**config.mk**
```make
export PLATFORM = sky130hd
export DESIGN_NAME = dot_accum
export DESIGN_NICKNAME = d
export VERILOG_FILES = /design/src/rtl/dot_accum_pkg.sv /design/src/rtl/dot_accum_tree.sv /design/src/rtl/dot_accum.sv
export SDC_FILE = /design/constraint.sdc
export NUM_CORES = 2
export LEC_CHECK = 0
export ABC_AREA = 1
export BUFFER_PORTS_ARGS = -buffer_cell sky130_fd_sc_hd__buf_2
export CORE_MARGIN = 4
export CORE_UTILIZATION = 63
export CTS_CLUSTER_SIZE = 20
export DETAILED_ROUTE_END_ITERATION = 7
export HOLD_SLACK_MARGIN = 0.08
export PLACE_DENSITY = 0.91
export SYNTH_ARGS = -nofsm -noshare
export SYNTH_HDL_FRONTEND = slang
export SYNTH_SLANG_ARGS = --single-unit
```
**constraint.sdc**
```tcl
create_clock -name clk -period 5 [get_ports clk]
set_clock_uncertainty 0.1 [all_clocks]
set_input_delay 0.75 -clock clk [delete_from_list [all_inputs] [get_ports clk]]
set_output_delay 0.75 -clock clk [all_outputs]
set_load 0.05 [all_outputs]
```
**src/rtl/dot_accum_pkg.sv**
```systemverilog
// Shared constants, per-beat sideband flags and the width helper for the dot-product accumulator.
package dot_accum_pkg;

   localparam int unsigned DefaultLanes = 16;
   localparam int unsigned DefaultDw    = 8;
   localparam int unsigned DefaultAccw  = 32;

   typedef struct packed {
      logic valid;
      logic last;
      logic first;
   } beat_flags_t;

   function automatic int unsigned clog2(input int unsigned value);
      int unsigned res;
      res = 0;
      while ((32'd1 << res) < value) begin
         res++;
      end
      return res;
   endfunction

endpackage

```
**src/rtl/dot_accum_tree.sv**
```systemverilog
// Pipelined pairwise adder tree: one register per level, each level one bit wider than the last.
// Operands are treated as two's complement; callers feed zero-topped values for unsigned data.
module dot_accum_tree
   import dot_accum_pkg::*;
#(
   parameter int unsigned LANES = DefaultLanes,
   parameter int unsigned IW    = 2 * DefaultDw
) (
   input  logic                       clk,
   input  logic [LANES*IW-1:0]        in_data,
   output logic [IW+clog2(LANES)-1:0] out_data
);

   localparam int unsigned Levels = clog2(LANES);

   for (genvar k = 0; k <= Levels; k++) begin : g_lvl
      localparam int unsigned N = LANES >> k;
      localparam int unsigned W = IW + k;

      logic [N*W-1:0] data;

      if (k == 0) begin : g_in
         assign data = in_data;
      end else begin : g_add
         logic [N*W-1:0] sum_d;
         logic [N*W-1:0] sum_q;

         always_comb begin
            sum_d = '0;
            for (int i = 0; i < int'(N); i++) begin
               sum_d[i*W +: W] =
                  {g_lvl[k-1].data[(2*i+1)*(W-1)-1], g_lvl[k-1].data[2*i*(W-1) +: W-1]} +
                  {g_lvl[k-1].data[(2*i+2)*(W-1)-1], g_lvl[k-1].data[(2*i+1)*(W-1) +: W-1]};
            end
         end

         always_ff @(posedge clk) begin
            sum_q <= sum_d;
         end

         assign data = sum_q;
      end
   end

   assign out_data = g_lvl[Levels].data;

endmodule

```
**src/rtl/dot_accum.sv**
```systemverilog
// Streaming dot-product accumulator: input register, lane products, adder tree, then a
// bias-seeded accumulator that emits one result per vector with overflow and beat count.
module dot_accum
   import dot_accum_pkg::*;
#(
   parameter int unsigned LANES  = DefaultLanes,
   parameter int unsigned DW     = DefaultDw,
   parameter int unsigned ACCW   = DefaultAccw,
   parameter bit          SIGNED = 1'b0
) (
   input  logic                  clk,
   input  logic                  rst,
   input  logic                  in_valid,
   input  logic                  in_last,
   input  logic [LANES*DW-1:0]   pixels_in,
   input  logic [LANES*DW-1:0]   weights_in,
   input  logic [ACCW-1:0]       bias_in,
   output logic                  out_valid,
   output logic [ACCW-1:0]       sum_out,
   output logic                  ovf_out,
   output logic [15:0]           beats_out
);

   localparam int unsigned Log2L  = clog2(LANES);
   localparam int unsigned PW     = 2 * DW + 1;
   localparam int unsigned TRW    = PW + Log2L;
   localparam int unsigned Stages = Log2L + 2;
   localparam int unsigned AccSt  = Log2L + 1;

   logic                  first_q, first_d;
   beat_flags_t           flg_q  [Stages];
   beat_flags_t           flg_d  [Stages];
   logic [ACCW-1:0]       bias_q [Stages];
   logic [ACCW-1:0]       bias_d [Stages];
   logic [LANES*DW-1:0]   pix_q, pix_d, wt_q, wt_d;
   logic [LANES*PW-1:0]   prod_q, prod_d;
   logic [TRW-1:0]        tree_out;

   beat_flags_t           acc_flg;
   logic [ACCW-1:0]       addend, base;
   logic [ACCW:0]         acc_sum;
   logic                  add_ovf;
   logic [ACCW-1:0]       acc_q, acc_d;
   logic                  ovf_acc_q, ovf_acc_d;
   logic [15:0]           beat_cnt_q, beat_cnt_d;
   logic                  out_valid_q, out_valid_d;
   logic [ACCW-1:0]       sum_q, sum_d;
   logic                  ovf_out_q, ovf_out_d;
   logic [15:0]           beats_q, beats_d;

   // Product carries one guard bit so the tree can use signed adds for both operand modes.
   function automatic logic [PW-1:0] lane_product(input logic [DW-1:0] a,
                                                  input logic [DW-1:0] b);
      logic [PW-1:0] ax, bx;
      ax = SIGNED ? {{(DW+1){a[DW-1]}}, a} : {{(DW+1){1'b0}}, a};
      bx = SIGNED ? {{(DW+1){b[DW-1]}}, b} : {{(DW+1){1'b0}}, b};
      return ax * bx;
   endfunction

   always_comb begin
      first_d = first_q;
      if (in_valid) begin
         first_d = in_last;
      end
      flg_d[0]  = '{valid: in_valid, last: in_valid & in_last, first: first_q};
      bias_d[0] = (in_valid && first_q) ? bias_in : bias_q[0];
      pix_d     = pixels_in;
      wt_d      = weights_in;
      for (int s = 1; s < int'(Stages); s++) begin
         flg_d[s]  = flg_q[s-1];
         bias_d[s] = bias_q[s-1];
      end
   end

   always_comb begin
      prod_d = '0;
      for (int i = 0; i < int'(LANES); i++) begin
         prod_d[i*PW +: PW] = lane_product(pix_q[i*DW +: DW], wt_q[i*DW +: DW]);
      end
   end

   dot_accum_tree #(
      .LANES (LANES),
      .IW    (PW)
   ) u_tree (
      .clk      (clk),
      .in_data  (prod_q),
      .out_data (tree_out)
   );

   always_comb begin
      acc_flg = flg_q[AccSt];
      // The guard bit is zero for unsigned data, so sign-extension also zero-extends.
      addend  = ACCW'(signed'(tree_out));
      base    = acc_flg.first ? bias_q[AccSt] : acc_q;
      acc_sum = {1'b0, base} + {1'b0, addend};
      add_ovf = SIGNED ? ((base[ACCW-1] == addend[ACCW-1]) &&
                          (acc_sum[ACCW-1] != base[ACCW-1]))
                       : acc_sum[ACCW];

      acc_d      = acc_q;
      ovf_acc_d  = ovf_acc_q;
      beat_cnt_d = beat_cnt_q;
      if (acc_flg.valid) begin
         acc_d     = acc_sum[ACCW-1:0];
         ovf_acc_d = add_ovf | (~acc_flg.first & ovf_acc_q);
         if (acc_flg.first) begin
            beat_cnt_d = 16'd1;
         end else if (beat_cnt_q != 16'hFFFF) begin
            beat_cnt_d = beat_cnt_q + 16'd1;
         end
      end

      out_valid_d = acc_flg.valid & acc_flg.last;
      sum_d       = sum_q;
      ovf_out_d   = ovf_out_q;
      beats_d     = beats_q;
      if (out_valid_d) begin
         sum_d     = acc_d;
         ovf_out_d = ovf_acc_d;
         beats_d   = beat_cnt_d;
      end
   end

   always_ff @(posedge clk) begin
      if (rst) begin
         first_q     <= 1'b1;
         for (int s = 0; s < int'(Stages); s++) begin
            flg_q[s] <= '0;
         end
         acc_q       <= '0;
         ovf_acc_q   <= 1'b0;
         beat_cnt_q  <= '0;
         out_valid_q <= 1'b0;
         sum_q       <= '0;
         ovf_out_q   <= 1'b0;
         beats_q     <= '0;
      end else begin
         first_q     <= first_d;
         for (int s = 0; s < int'(Stages); s++) begin
            flg_q[s] <= flg_d[s];
         end
         acc_q       <= acc_d;
         ovf_acc_q   <= ovf_acc_d;
         beat_cnt_q  <= beat_cnt_d;
         out_valid_q <= out_valid_d;
         sum_q       <= sum_d;
         ovf_out_q   <= ovf_out_d;
         beats_q     <= beats_d;
      end
   end

   // Datapath only matters when its valid flag is set, so it needs no reset.
   always_ff @(posedge clk) begin
      pix_q  <= pix_d;
      wt_q   <= wt_d;
      prod_q <= prod_d;
      for (int s = 0; s < int'(Stages); s++) begin
         bias_q[s] <= bias_d[s];
      end
   end

   assign out_valid = out_valid_q;
   assign sum_out   = sum_q;
   assign ovf_out   = ovf_out_q;
   assign beats_out = beats_q;

endmodule

```
After elaboration in Yosys (flattened, before gate mapping):

Memory sizes are Yosys's and may differ from the RTL's.
Cells that the tools add are included.

* add/sub/neg operators: 17
* $mul: 16
* div/mod/pow operators: 0
* order comparisons: 0
* eq/ne operators: 1
* shift operators: 0
* multiplexer cells: 16
* bitwise gates (word level): 11
* reduce and logical (&&, ||, !) cells: 1

Operator list (number)
* 8-bit by 8-bit multiplier with 16-bit output: 16
* 16-bit by 16-bit adder with 17-bit output: 8
* 32-bit 2-to-1 mux: 3
* 18-bit by 18-bit adder with 19-bit output: 4
* 16-bit 2-to-1 mux: 3
* 19-bit by 19-bit adder with 20-bit output: 2
* 32-bit by 32-bit adder with 33-bit output: 1
* 20-bit by 20-bit adder with 21-bit output: 1
* 3-bit 2-to-1 mux: 6
* 16-bit by 1-bit adder with 16-bit output (second input constant): 1
* 16-bit != test (second input constant): 1
* 1-bit OR: 7
* 1-bit 2-to-1 mux: 4
* 1-bit bitwise AND: 3
* 1-bit logical AND: 1
* 1-bit inverter: 1

* flip-flop bits (word level): 892
* latch bits: 0
* memory bits (writable): 210
* ROM bits: 0
* output and inout port bits: 50
* logic and storage cells: 79
* memories kept: 2

Memory list
* bias_q: words 6, width 32, rd ports 6, clocked after memory_dff 0, wr ports 6, line dot_accum.sv:33 `logic [ACCW-1:0] bias_q [Stages];`
* flg_q: words 6, width 3, rd ports 6, clocked after memory_dff 0, wr ports 6, line dot_accum.sv:31 `beat_flags_t flg_q [Stages];`

Depth between registers and ports, before layout:

An unclocked memory read counts as a cell.

* depth in word-level cells: 5
* depth in mapped cells: 21
* gate-level depth less buffers: 18

Cells and area by module:

From an unflattened synthesis, not the netlist that was laid out.

* cells, all modules: 10145
* area, all modules: 77693.3 sq um

By module, submodules not included
* dot_accum: instances 1, cells an instance 6941, area an instance 56927.1 sq um
* dot_accum_tree: instances 1, cells an instance 3204, area an instance 20766.2 sq um

Worst setup path before layout:

No wires, ideal clock.

* path type: reg2reg
* start: reg wt_q[77]
* end: reg prod_q[165]
* setup time: 0.072 ns
* arrival time: 4.044 ns
* path slack: 0.784 ns
* stages on the path, launching flop included: 16
* path buffers: 1
* cells stage by stage: dfxtp_1 clkbuf_1 nand2_1 fa_1 fa_1 inv_1 fa_1 inv_1 fa_1 inv_1 ha_1 a21oi_1 a21boi_0 o21ai_0 a31oi_1 xor2_1

* longest elaborated chain between the ends: 1

Ends and longest elaborated chain
* start: declaration: line dot_accum.sv:35 `logic [LANES*DW-1:0] pix_q, pix_d, wt_q, wt_d;`
* start signal: assignment: line dot_accum.sv:156 `wt_q <= wt_d;`
* 8-bit by 8-bit multiplier with 16-bit output: line dot_accum.sv:57 `return ax * bx;`
* named net prod_d[165]: line dot_accum.sv:36 `logic [LANES*PW-1:0] prod_q, prod_d;`
* end signal: assignment: line dot_accum.sv:157 `prod_q <= prod_d;`
* end: declaration: line dot_accum.sv:36

The timed path passes the listed nets, and every way through them passes these cells.
A chain may end at the register's enable or synchronous reset.

Final worst setup path:

* start: reg wt_q[114]
* end: reg prod_q[250]

The elaborated chain is that of the path after synthesis.

==> results.sh <==
export IMPL_crit_required_ns=5.57
export IMPL_die_w_um=347
export IMPL_power_switching_uw=19500
export IMPL_antenna_found_initial=4
export IMPL_vias=56901
export IMPL_seqPwrFrac_pct=27.9
export IMPL_clk_latency_ns=0.77
export IMPL_pin_count=342
export IMPL_core_area_um2=114000
export IMPL_clock_sinks=1088
export IMPL_hold_viol=0
export IMPL_clkTransAtPathRegs_ns=0.07
export IMPL_worst_slew_pin_slew_ns=1.10
export IMPL_clockRootBuffer="clkbuf_16"
export IMPL_cp_top_family="adder cells"
export IMPL_area_growth_pct=13.2
export IMPL_fin_area_um2=82000
export IMPL_crit_slowest_cell="dfxtp_1"
export IMPL_crit_fanout=8
export IMPL_peakVddDrop_mv=0.454
export IMPL_drive_above_1_share_pct=6.12
export IMPL_leakage_uw=0.0469
export IMPL_clockBufferDepth=3
export IMPL_fin_crit_ns=4.57
export IMPL_post_cts_buffers=0
export IMPL_post_drt_wl_per_cell_um=16.1
export IMPL_cts_tree="done"
export IMPL_grt_pass1_vias=60289
export IMPL_final_cell_mix="2,080 x inv_1, 1,868 x nand2_1, 1,055 x dfxtp_1"
export IMPL_grt_pass1_wl_um=291000
export IMPL_fin_nets=10962
export IMPL_start_util_pct=63.5
export IMPL_finalSetupViolCount=0
export IMPL_drt_pre_antenna_iters=8
export IMPL_period_share_pct=91.4
export IMPL_ys_seq_area_share_pct=30.5
export IMPL_syn_area_per_cell_um2=8.26
export IMPL_ant_nets=0
export IMPL_syn_nets=10504
export IMPL_die_area_um2=120000
export IMPL_yosysWarnings=0
export IMPL_gr_total_overflow=0
export IMPL_hold_path_class="in -> reg"
export IMPL_combPwrFrac_pct=51.7
export IMPL_status="finished clean"
export IMPL_critPathCaptureType="flip-flop"
export IMPL_rsz0062_at_grt="no"
export IMPL_rows=124
export IMPL_grt_max_degree=86
export IMPL_postLayoutCoreUtil_pct=71.8
export IMPL_drt_iter0_drc=3962
export IMPL_clkPwrFrac_pct=20.4
export IMPL_cap_violations=0
export IMPL_wirelength_um=174000
export IMPL_tns_ns=0
export IMPL_cp_start_kind="flip-flop"
export IMPL_hpwlAfterDp_um=128000
export IMPL_syn_area_um2=72500
export IMPL_cp_num_buf_inv=3
export IMPL_cts_buffers=113
export IMPL_syn_inst=8772
export IMPL_slew_limit_headroom_pct=26.9
export IMPL_p_int_uw=25800
export IMPL_power_density_nw_per_um2=552
export IMPL_cts_max_level=3
export IMPL_grt_use_total_pct=29.2
export IMPL_slew_violations=0
export IMPL_drc=0
export IMPL_portBuffers=341
export IMPL_gp_congestion=0.911
export IMPL_die_y_um=347
export IMPL_routed_via_density=5.25
export IMPL_max_freq_ghz=0.219
export IMPL_critical_path_class="reg -> reg"
export IMPL_cpMostUsedCell="fa_1"
export IMPL_synth_distinct_cells=42
export IMPL_ys_ff_latch=1088
export IMPL_layout_commonest_cell="inv_1"
export IMPL_crit_path_max_incr_delay_ns=0.57
export IMPL_worstPathArrival_ns=5.14
export IMPL_switching_share_pct=43.0
export IMPL_placed_cell_area_um2=74900
export IMPL_crit_path_cell_trace="nand2_1 -> fa_1 -> fa_1 -> inv_1 -> fa_1 -> inv_1 -> fa_1 -> inv_1 -> ha_1 -> a21oi_1 -> a21boi_0 -> o21ai_0 -> a31oi_1 -> xor2_1"
==> layout make-up <==
type                            instances  area, um2
Clock buffer                          141       3110
Sequential cell                      1088      22100
Inverter                             2083       7820
Antenna cell                            3       7.51
Clock inverter                         71       1050
Multi-Input combinational cell       5308      41400
Timing Repair Buffer                  636       4640
Tap cell                             1512       1890
Fill cell                            8051      32200
==> state kept, by name, indices dropped and copies added, names as in the netlist, 16 cells and up <==
register / cells
prod_q: 256
u_tree.g_lvl.data: 246
bias_q: 192
pix_q: 128
wt_q: 128
acc_q: 32
sum_out: 32
u_tree.out_data: 20
flg_q: 18
beat_cnt_q: 16
beats_out: 16
==> stage by stage <==
stage	std cells	hold WS [ns]	total power (uW)	worst slack, ns
floorplan	8772	0.210	29600	0.784
global placement	10338	0.211	34500	0.596
detailed placement	10338	0.212	35400	0.533
CTS	10839	0.0961	45100	0.507
global route	10840	0.132	49000	0.198
finish	10842	0.151	45300	0.429
==> worst paths after layout <==
| kind | slack [ns] | startpoint | end | cells past startpoint |
|---|---|---|---|---|
| max | 0.43 | wt_q[114] | prod_q[250] | 14 |
| min | 0.15 | in_last | first_q | 3 |
| max reg2reg | 0.43 | wt_q[114] | prod_q[250] | 14 |
| min reg2reg | 0.21 | bias_q[4][16] | bias_q[5][16] | 0 |
==> cell usage after synthesis <==
cell type	count	area [um2]
buf_1	7	26.3
a21boi_0	43	323
o21ai_2	6	52.6
dfxtp_1	1056	21100
o21bai_1	48	360
nor2_1	320	1200
inv_2	1	3.75
a211oi_1	15	113
nor3_2	3	30.0
o2111ai_1	10	87.6
buf_6	2	22.5
nand4_1	63	394
or2_2	4	25.0
nand3b_1	8	60.1
xnor2_1	123	1080
edfxtp_1	32	961
inv_1	2081	7810
and2_1	2	12.5
buf_2	22	110
nand3_1	258	1290
fa_1	592	11900
o211ai_1	22	165
ha_1	848	10600
buf_8	1	15.0
nand2b_1	1	6.26
inv_4	1	6.26
o21ai_0	206	1030
nor2_2	3	18.8
o21a_1	8	60.1
nand2_1	1868	7010
o31ai_1	1	7.51
nor4_1	2	12.5
clkbuf_1	261	980
xor2_1	300	2630
o311ai_0	6	52.6
a21o_1	30	225
a31oi_1	54	338
o21ai_1	15	75.1
nor3_1	38	190
a21oi_1	404	2020
o221ai_1	1	8.76
nand2_2	6	37.5
==> kinds of logic after synthesis <==
kind of cell	synth area share, %
AO/OA/AOI/OAI	6.79
XOR/XNOR	5.11
adder cells (fa/ha/maj)	31.0
buffers and inverters	12.4
flip-flops	30.5
AND/OR/NAND/NOR	14.2
==> worst reg2reg max path: stages, from the launching register on <==
cell and delay (ns):
dfxtp_1 0.57, nand2_1 0.16, fa_1 0.53, fa_1 0.54, inv_1 0.05, fa_1 0.47
inv_1 0.05, fa_1 0.47, inv_1 0.04, ha_1 0.32, a21oi_1 0.17, a21boi_0 0.37
o21ai_0 0.24, a31oi_1 0.28, xor2_1 0.16
==> routing by layer <==
| metal | track usage, % | vias to the layer above | routed length [um] |
|---|---|---|---|
| li1 | - | 27456 | - |
| met1 | 34.4 | 26799 | 67200 |
| met2 | 52.9 | 2046 | 88200 |
| met3 | 3.97 | 600 | 9740 |
| met4 | 13.3 | 0 | 9100 |
| met5 | 0 | - | 0 |
==> timing repair <==
| action | CTS | global route |
|---|---|---|
| resized for setup | 0 | 0 |
| hold buffers | 289 | 0 |
| endpoints found under the hold margin | 289 | 0 |
==> power groups by stage <==
stage	logic [uW]	clock network, uW	registers [uW]
after floorplan	17600	0	11900
after global placement	21700	0	12800
after detailed placement	22600	0	12800
after CTS	23100	9330	12600
after global routing	26500	9710	12800
final	23400	9240	12600
No activity file was read; power rests on OpenSTA's default activity.
